===== src/rtl/x3_to_bin_seq.sv =====
// Excess-3 frame sequencer: collects NDIG excess-3 digits (MSD first), accumulates
// them into a binary value and hands the result plus first-error position downstream.
module x3_to_bin_seq #(
  parameter int NDIG  = 4,
  parameter int OUT_W = 14,
  parameter int IDX_W = 2
) (
  input  logic             clk,
  input  logic             rst,
  input  logic             start,
  input  logic [3:0]       digit_in,
  input  logic             digit_valid,
  output logic             digit_ready,
  output logic             busy,
  output logic [OUT_W-1:0] result,
  output logic             result_valid,
  input  logic             result_ready,
  output logic             err_invalid,
  output logic [IDX_W-1:0] err_index
);

  localparam int CNT_W = (NDIG > 1) ? $clog2(NDIG) : 1;

  typedef enum logic [1:0] {IDLE, COLLECT, DONE} state_t;

  state_t           state_reg;
  logic [OUT_W-1:0] acc_reg;
  logic [OUT_W-1:0] acc_next;
  logic [CNT_W-1:0] count_reg;
  logic             code_ok;
  logic [3:0]       digit_dec;
  logic             last_digit;

  // Invalid codes contribute a zero digit but still occupy their slot in the frame.
  always_comb begin
    code_ok    = (digit_in >= 4'd3) && (digit_in <= 4'd12);
    digit_dec  = code_ok ? (digit_in - 4'd3) : 4'd0;
    acc_next   = (acc_reg << 3) + (acc_reg << 1) + OUT_W'(digit_dec);
    last_digit = (count_reg == CNT_W'(NDIG - 1));
  end

  always_ff @(posedge clk or posedge rst) begin
    if (rst) begin
      state_reg    <= IDLE;
      acc_reg      <= '0;
      count_reg    <= '0;
      result       <= '0;
      err_invalid  <= 1'b0;
      err_index    <= '0;
      digit_ready  <= 1'b0;
      busy         <= 1'b0;
      result_valid <= 1'b0;
    end else begin
      case (state_reg)
        IDLE: begin
          if (start) begin
            state_reg   <= COLLECT;
            acc_reg     <= '0;
            count_reg   <= '0;
            err_invalid <= 1'b0;
            err_index   <= '0;
            digit_ready <= 1'b1;
            busy        <= 1'b1;
          end
        end
        COLLECT: begin
          if (digit_valid) begin
            acc_reg <= acc_next;
            if (!code_ok && !err_invalid) begin
              err_invalid <= 1'b1;
              err_index   <= IDX_W'(count_reg);
            end
            if (last_digit) begin
              state_reg    <= DONE;
              result       <= acc_next;
              count_reg    <= '0;
              digit_ready  <= 1'b0;
              result_valid <= 1'b1;
            end else begin
              count_reg <= count_reg + 1'b1;
            end
          end
        end
        DONE: begin
          // start is deliberately not looked at here, even on the handshake edge.
          if (result_ready) begin
            state_reg    <= IDLE;
            result_valid <= 1'b0;
            busy         <= 1'b0;
          end
        end
        default: begin
          state_reg    <= IDLE;
          digit_ready  <= 1'b0;
          busy         <= 1'b0;
          result_valid <= 1'b0;
        end
      endcase
    end
  end

endmodule


===== config.mk =====
export PLATFORM = sky130hd
export DESIGN_NAME = x3_to_bin_seq
export DESIGN_NICKNAME = d
export VERILOG_FILES = /design/src/rtl/x3_to_bin_seq.sv
export SDC_FILE = /design/constraint.sdc
export NUM_CORES = 1
export LEC_CHECK = 0
export BUFFER_PORTS_ARGS = -buffer_cell sky130_fd_sc_hd__clkbuf_2
export CAP_MARGIN = 0
export CORE_MARGIN = 2
export CORE_UTILIZATION = 40
export DETAILED_ROUTE_END_ITERATION = 7
export PLACE_DENSITY_LB_ADDON = 0.25
export SLEW_MARGIN = 25
export SYNTH_ARGS = -nofsm -noshare
export SYNTH_HDL_FRONTEND = slang
export SYNTH_SLANG_ARGS = --single-unit

===== constraint.sdc =====
create_clock -name clk -period 3.25 [get_ports clk]
set_input_delay 0.4875 -clock clk [delete_from_list [all_inputs] [get_ports clk]]
set_output_delay 0.4875 -clock clk [all_outputs]
set_load 0.01 [all_outputs]

==> PnR_summary.wiki <==
{| class="wikitable"
! Metric !! Value
|-
| Outcome || finished, final reports clean
|-
| Worst-path maximum fanout || 6
|-
| Master of the slowest instance on the critical path || sky130_fd_sc_hd__or3_1
|-
| Sequential share of power || ~30%
|-
| Minimum period implied by the final worst setup slack || around 3.0 ns
|-
| EDFF count, synth || 0
|-
| Most frequent standard cell in the layout excluding fill and tap cells || sky130_fd_sc_hd__dfrtp_1
|-
| # diodes || 0
|-
| Post-CTS resize count || 0
|-
| Post-Place Worst Slack || -0.05307 ns
|-
| Total power || roughly 0.0029 W
|-
| Max-slew violation count || 0
|-
| Sum of net half-perimeters after detailed placement || 3552 um
|-
| Hold Vio Cnt, Final || 0
|-
| Sinks on the clock net || 37
|-
| Mapped Nets || between 200 and 300
|-
| Worst setup skew after layout || between 0.005 and 0.006 ns
|-
| Post-synth top flop || sky130_fd_sc_hd__dfrtp_1
|-
| Cell area reported after detailed placement || 2515 sq um
|-
| Standard-cell row count || 27
|-
| Core area || 5507 sq um
|-
| Instance count on the critical path || 15
|-
| Remaining global-route overflow || 0
|-
| Reg2Reg Depth || 9
|-
| Average instance area after synthesis || between 9 and 10 sq um
|-
| Slew at the pin closest to its max-slew limit || about 0.64 ns
|-
| Vias in the first global route || ~1,800
|-
| Antenna violations before repair || 0
|-
| Pin count of the biggest net entering global routing || 38
|-
| Sequential cell area fraction in the yosys report || roughly 40%
|-
| Final cycle utilization of the critical path || ~92%
|-
| FFs w/ async S/R, synth || between 90% and 100%
|-
| Per-cell routed wire length || 14.57 um
|-
| Number of warnings printed during yosys synthesis || 0
|-
| Total vias in the final route || roughly 1,800
|-
| Standby leakage power || between 1 and 1.5 nW
|-
| Total global routing track utilization || between 15 and 20%
|-
| Total net switching power || between 0.001 and 0.0015 W
|-
| Final standard cell area without fillers || roughly 2600 sq um
|-
| Clk pin slew, worst setup/hold paths || around 0.080 ns
|-
| Worst min path class || in -> async
|-
| Worst slew margin || a little under three fifths
|-
| Highest-count cells in the layout ignoring fill and taps || sky130_fd_sc_hd__dfrtp_1, sky130_fd_sc_hd__nand2_1, sky130_fd_sc_hd__clkbuf_2, sky130_fd_sc_hd__ha_1, sky130_fd_sc_hd__o21ai_0
|-
| Iteration count of the initial detailed-routing pass || 4
|-
| Number of nets in the layout || 300
|-
| Remaining design rule violation count || 0
|-
| WL final || between 4000 and 5000 um
|-
| Combined area of all synthesized cells || roughly 2300 sq um
|-
| Clk Latency, worst-skew pair || 0.30 ns
|-
| Routed vias/inst || 5.356
|-
| Data required time of the worst path || between 3 and 4 ns
|-
| Smallest hold slack || approximately 0.28 ns
|-
| Post-CTS setup buffer count || 0
|-
| Worst setup path category || in -> reg
|-
| Clock tree from TritonCTS || done
|-
| CTS Root Cell || sky130_fd_sc_hd__clkbuf_8
|-
| Switching part of the total || between 40% and 50%
|-
| Worst setup SP type || input pin
|-
| Synthesis-stage register bit count || 37
|-
| Wire length of the first global-routing pass || approximately 8400 um
|-
| Highest achievable clock rate || between 300 and 400 MHz
|-
| Part of the power in the clock network || 14.7%
|-
| Initial Util || between 40 and 50%
|-
| Hold buffer count at CTS || 0
|-
| Synth-to-layout area growth || 16.03%
|-
| Worst path arrival time || around 3.2 ns
|-
| Clock Path Buffers || 2
|-
| Die width || roughly 79 um
|-
| Die area || 6296 sq um
|-
| Kind of capture point of the worst setup path || register
|-
| Worst setup slack after layout || around 0.26 ns
|-
| Post-synth cell types || 44
|-
| Peak ir drop on the vdd network || approximately 0.47 mV
|-
| DRC violation total after the first TritonRoute iteration || 73
|-
| Placer's final routability congestion estimate || 0.8028
|-
| Proportion of power drawn by combinational gates || between 50 and 60%
|-
| Fraction of layout cells with a size suffix above 1 || 19.62%
|-
| Series of cell instances along the critical path || clkbuf_2 -> ha_1 -> nor3_1 -> a31oi_1 -> buf_4 -> and2_1 -> ha_1 -> ha_1 -> inv_1 -> fa_1 -> nor2b_4 -> o31a_1 -> o21a_1 -> or3_1 -> a32o_1
|-
| Cts bufs inserted || 5
|-
| Internal || 0.001664 W
|-
| Most common cell on crit path || sky130_fd_sc_hd__ha_1
|-
| Worst path top cell family by delay || compound AO/OA/AOI/OAI gates
|-
| Setup TNS || 0 ns
|-
| Count of buffer and inverter cells on the critical path || 3
|-
| Number of buffers inserted by port buffering || 28
|-
| Final setup vio count || 0
|-
| Unrepaired setup endpoints after global routing || no
|-
| CTS HTree Levels || 2
|-
| Critical Path Max Stage Delay || around 0.34 ns
|-
| Die height || around 79 um
|-
| Total power density per cell area || roughly 1100 nW/um^2
|-
| Max-cap check violation count || 0
|-
| Number of flip-flops in the largest register || 14
|-
| Ports placed on the boundary || 29
|-
| Layout fillers || around 540
|-
| Count of mapped cells out of synthesis || between 200 and 250
|-
| DRT antenna net count || 0
|}
-- layer usage --
metal | global-route usage, % | vias to the layer above | wire length, um
met5 | 0 | - | 0
met4 | 6.207 | 0 | 87
met3 | 3.864 | 9 | 157
met2 | 27.63 | 33 | 2193
met1 | 22.74 | 855 | 2472
li1 | - | 908 | -
-- worst reg2reg max path: stages (launching register included) --
cell and delay, ns:
sky130_fd_sc_hd__dfrtp_1 0.38, sky130_fd_sc_hd__inv_1 0.07, sky130_fd_sc_hd__fa_1 0.59, sky130_fd_sc_hd__inv_1 0.06, sky130_fd_sc_hd__ha_1 0.28, sky130_fd_sc_hd__a21o_1 0.17
sky130_fd_sc_hd__nand4_1 0.18, sky130_fd_sc_hd__a21oi_1 0.12, sky130_fd_sc_hd__or3_1 0.37, sky130_fd_sc_hd__a32o_1 0.26
-- per-stage QoR --
stage | util [%] | cells
2_1_floorplan | - | 230
6_report | 47.85 | 337
4_1_cts | 47.85 | 337
3_3_place_gp | 45.67 | 329
5_1_grt | 47.85 | 337
3_5_place_dp | 45.67 | 329
-- kinds of logic after synthesis --
| kind of cell | share of synthesized area, % |
|---|---|
| buf+inv | 3.691 |
| compound gates | 21.38 |
| flops | 40.77 |
| xor+xnor | 3.085 |
| fa+ha+maj | 15.54 |
| simple gates | 15.54 |
-- path summary, 6_finish.rpt --
path | slack, ns | end | start
setup / recovery | 0.26 | acc_reg[8]$_DFFE_PP0P_ | digit_in[0]
hold / removal | 0.28 | digit_ready$_DFFE_PP0P_ | rst
setup reg to reg | 0.67 | acc_reg[9]$_DFFE_PP0P_ | acc_reg[0]$_DFFE_PP0P_
hold reg to reg | 0.49 | result[1]$_DFFE_PP0P_ | result[1]$_DFFE_PP0P_
max in group asynchronous | 2.64 | acc_reg[5]$_DFFE_PP0P_ | rst
min in group clk | 0.44 | state_reg[0]$_DFFE_PP0P_ | start
-- power groups by stage --
stage	registers, W	logic, W	clock network (W)
4_1_cts	0.000843	0.00163	0.000433
5_1_grt	0.000872	0.00183	0.000448
6_report	0.000841	0.00162	0.000424
3_3_place_gp	0.000851	0.00160	0
2_1_floorplan	0.000850	0.00119	0
3_5_place_dp	0.000851	0.00162	0
-- final cells by class --
class / count / area, sq um / share of cell area [%]
multi-input combinational: 173 / 1261 / 47.86
sequential: 37 / 925.9 / 35.14
timing repair buffer: 35 / 192.7 / 7.312
tap: 72 / 90.09 / 3.419
clock buffer: 6 / 82.58 / 3.134
inverter: 12 / 45.04 / 1.709
clock inverter: 2 / 37.54 / 1.424
-- synthesized netlist by cell type, types with 5 or more instances --
library cell               number  share of area (%)
sky130_fd_sc_hd__a21oi_1        7                1.5
sky130_fd_sc_hd__ha_1          25                 14
sky130_fd_sc_hd__nor2b_1        6                1.7
sky130_fd_sc_hd__a21o_1         8                2.6
sky130_fd_sc_hd__nand2_1       28                4.6
sky130_fd_sc_hd__o21ai_0       17                3.7
sky130_fd_sc_hd__clkbuf_1       5               0.83
sky130_fd_sc_hd__nor2_1         9                1.5
sky130_fd_sc_hd__dfrtp_1       37                 41
sky130_fd_sc_hd__inv_1         12                2.0
sky130_fd_sc_hd__a31o_2         6                2.3
sky130_fd_sc_hd__a22o_1         8                3.1
No activity file was read; power rests on OpenSTA's default activity.
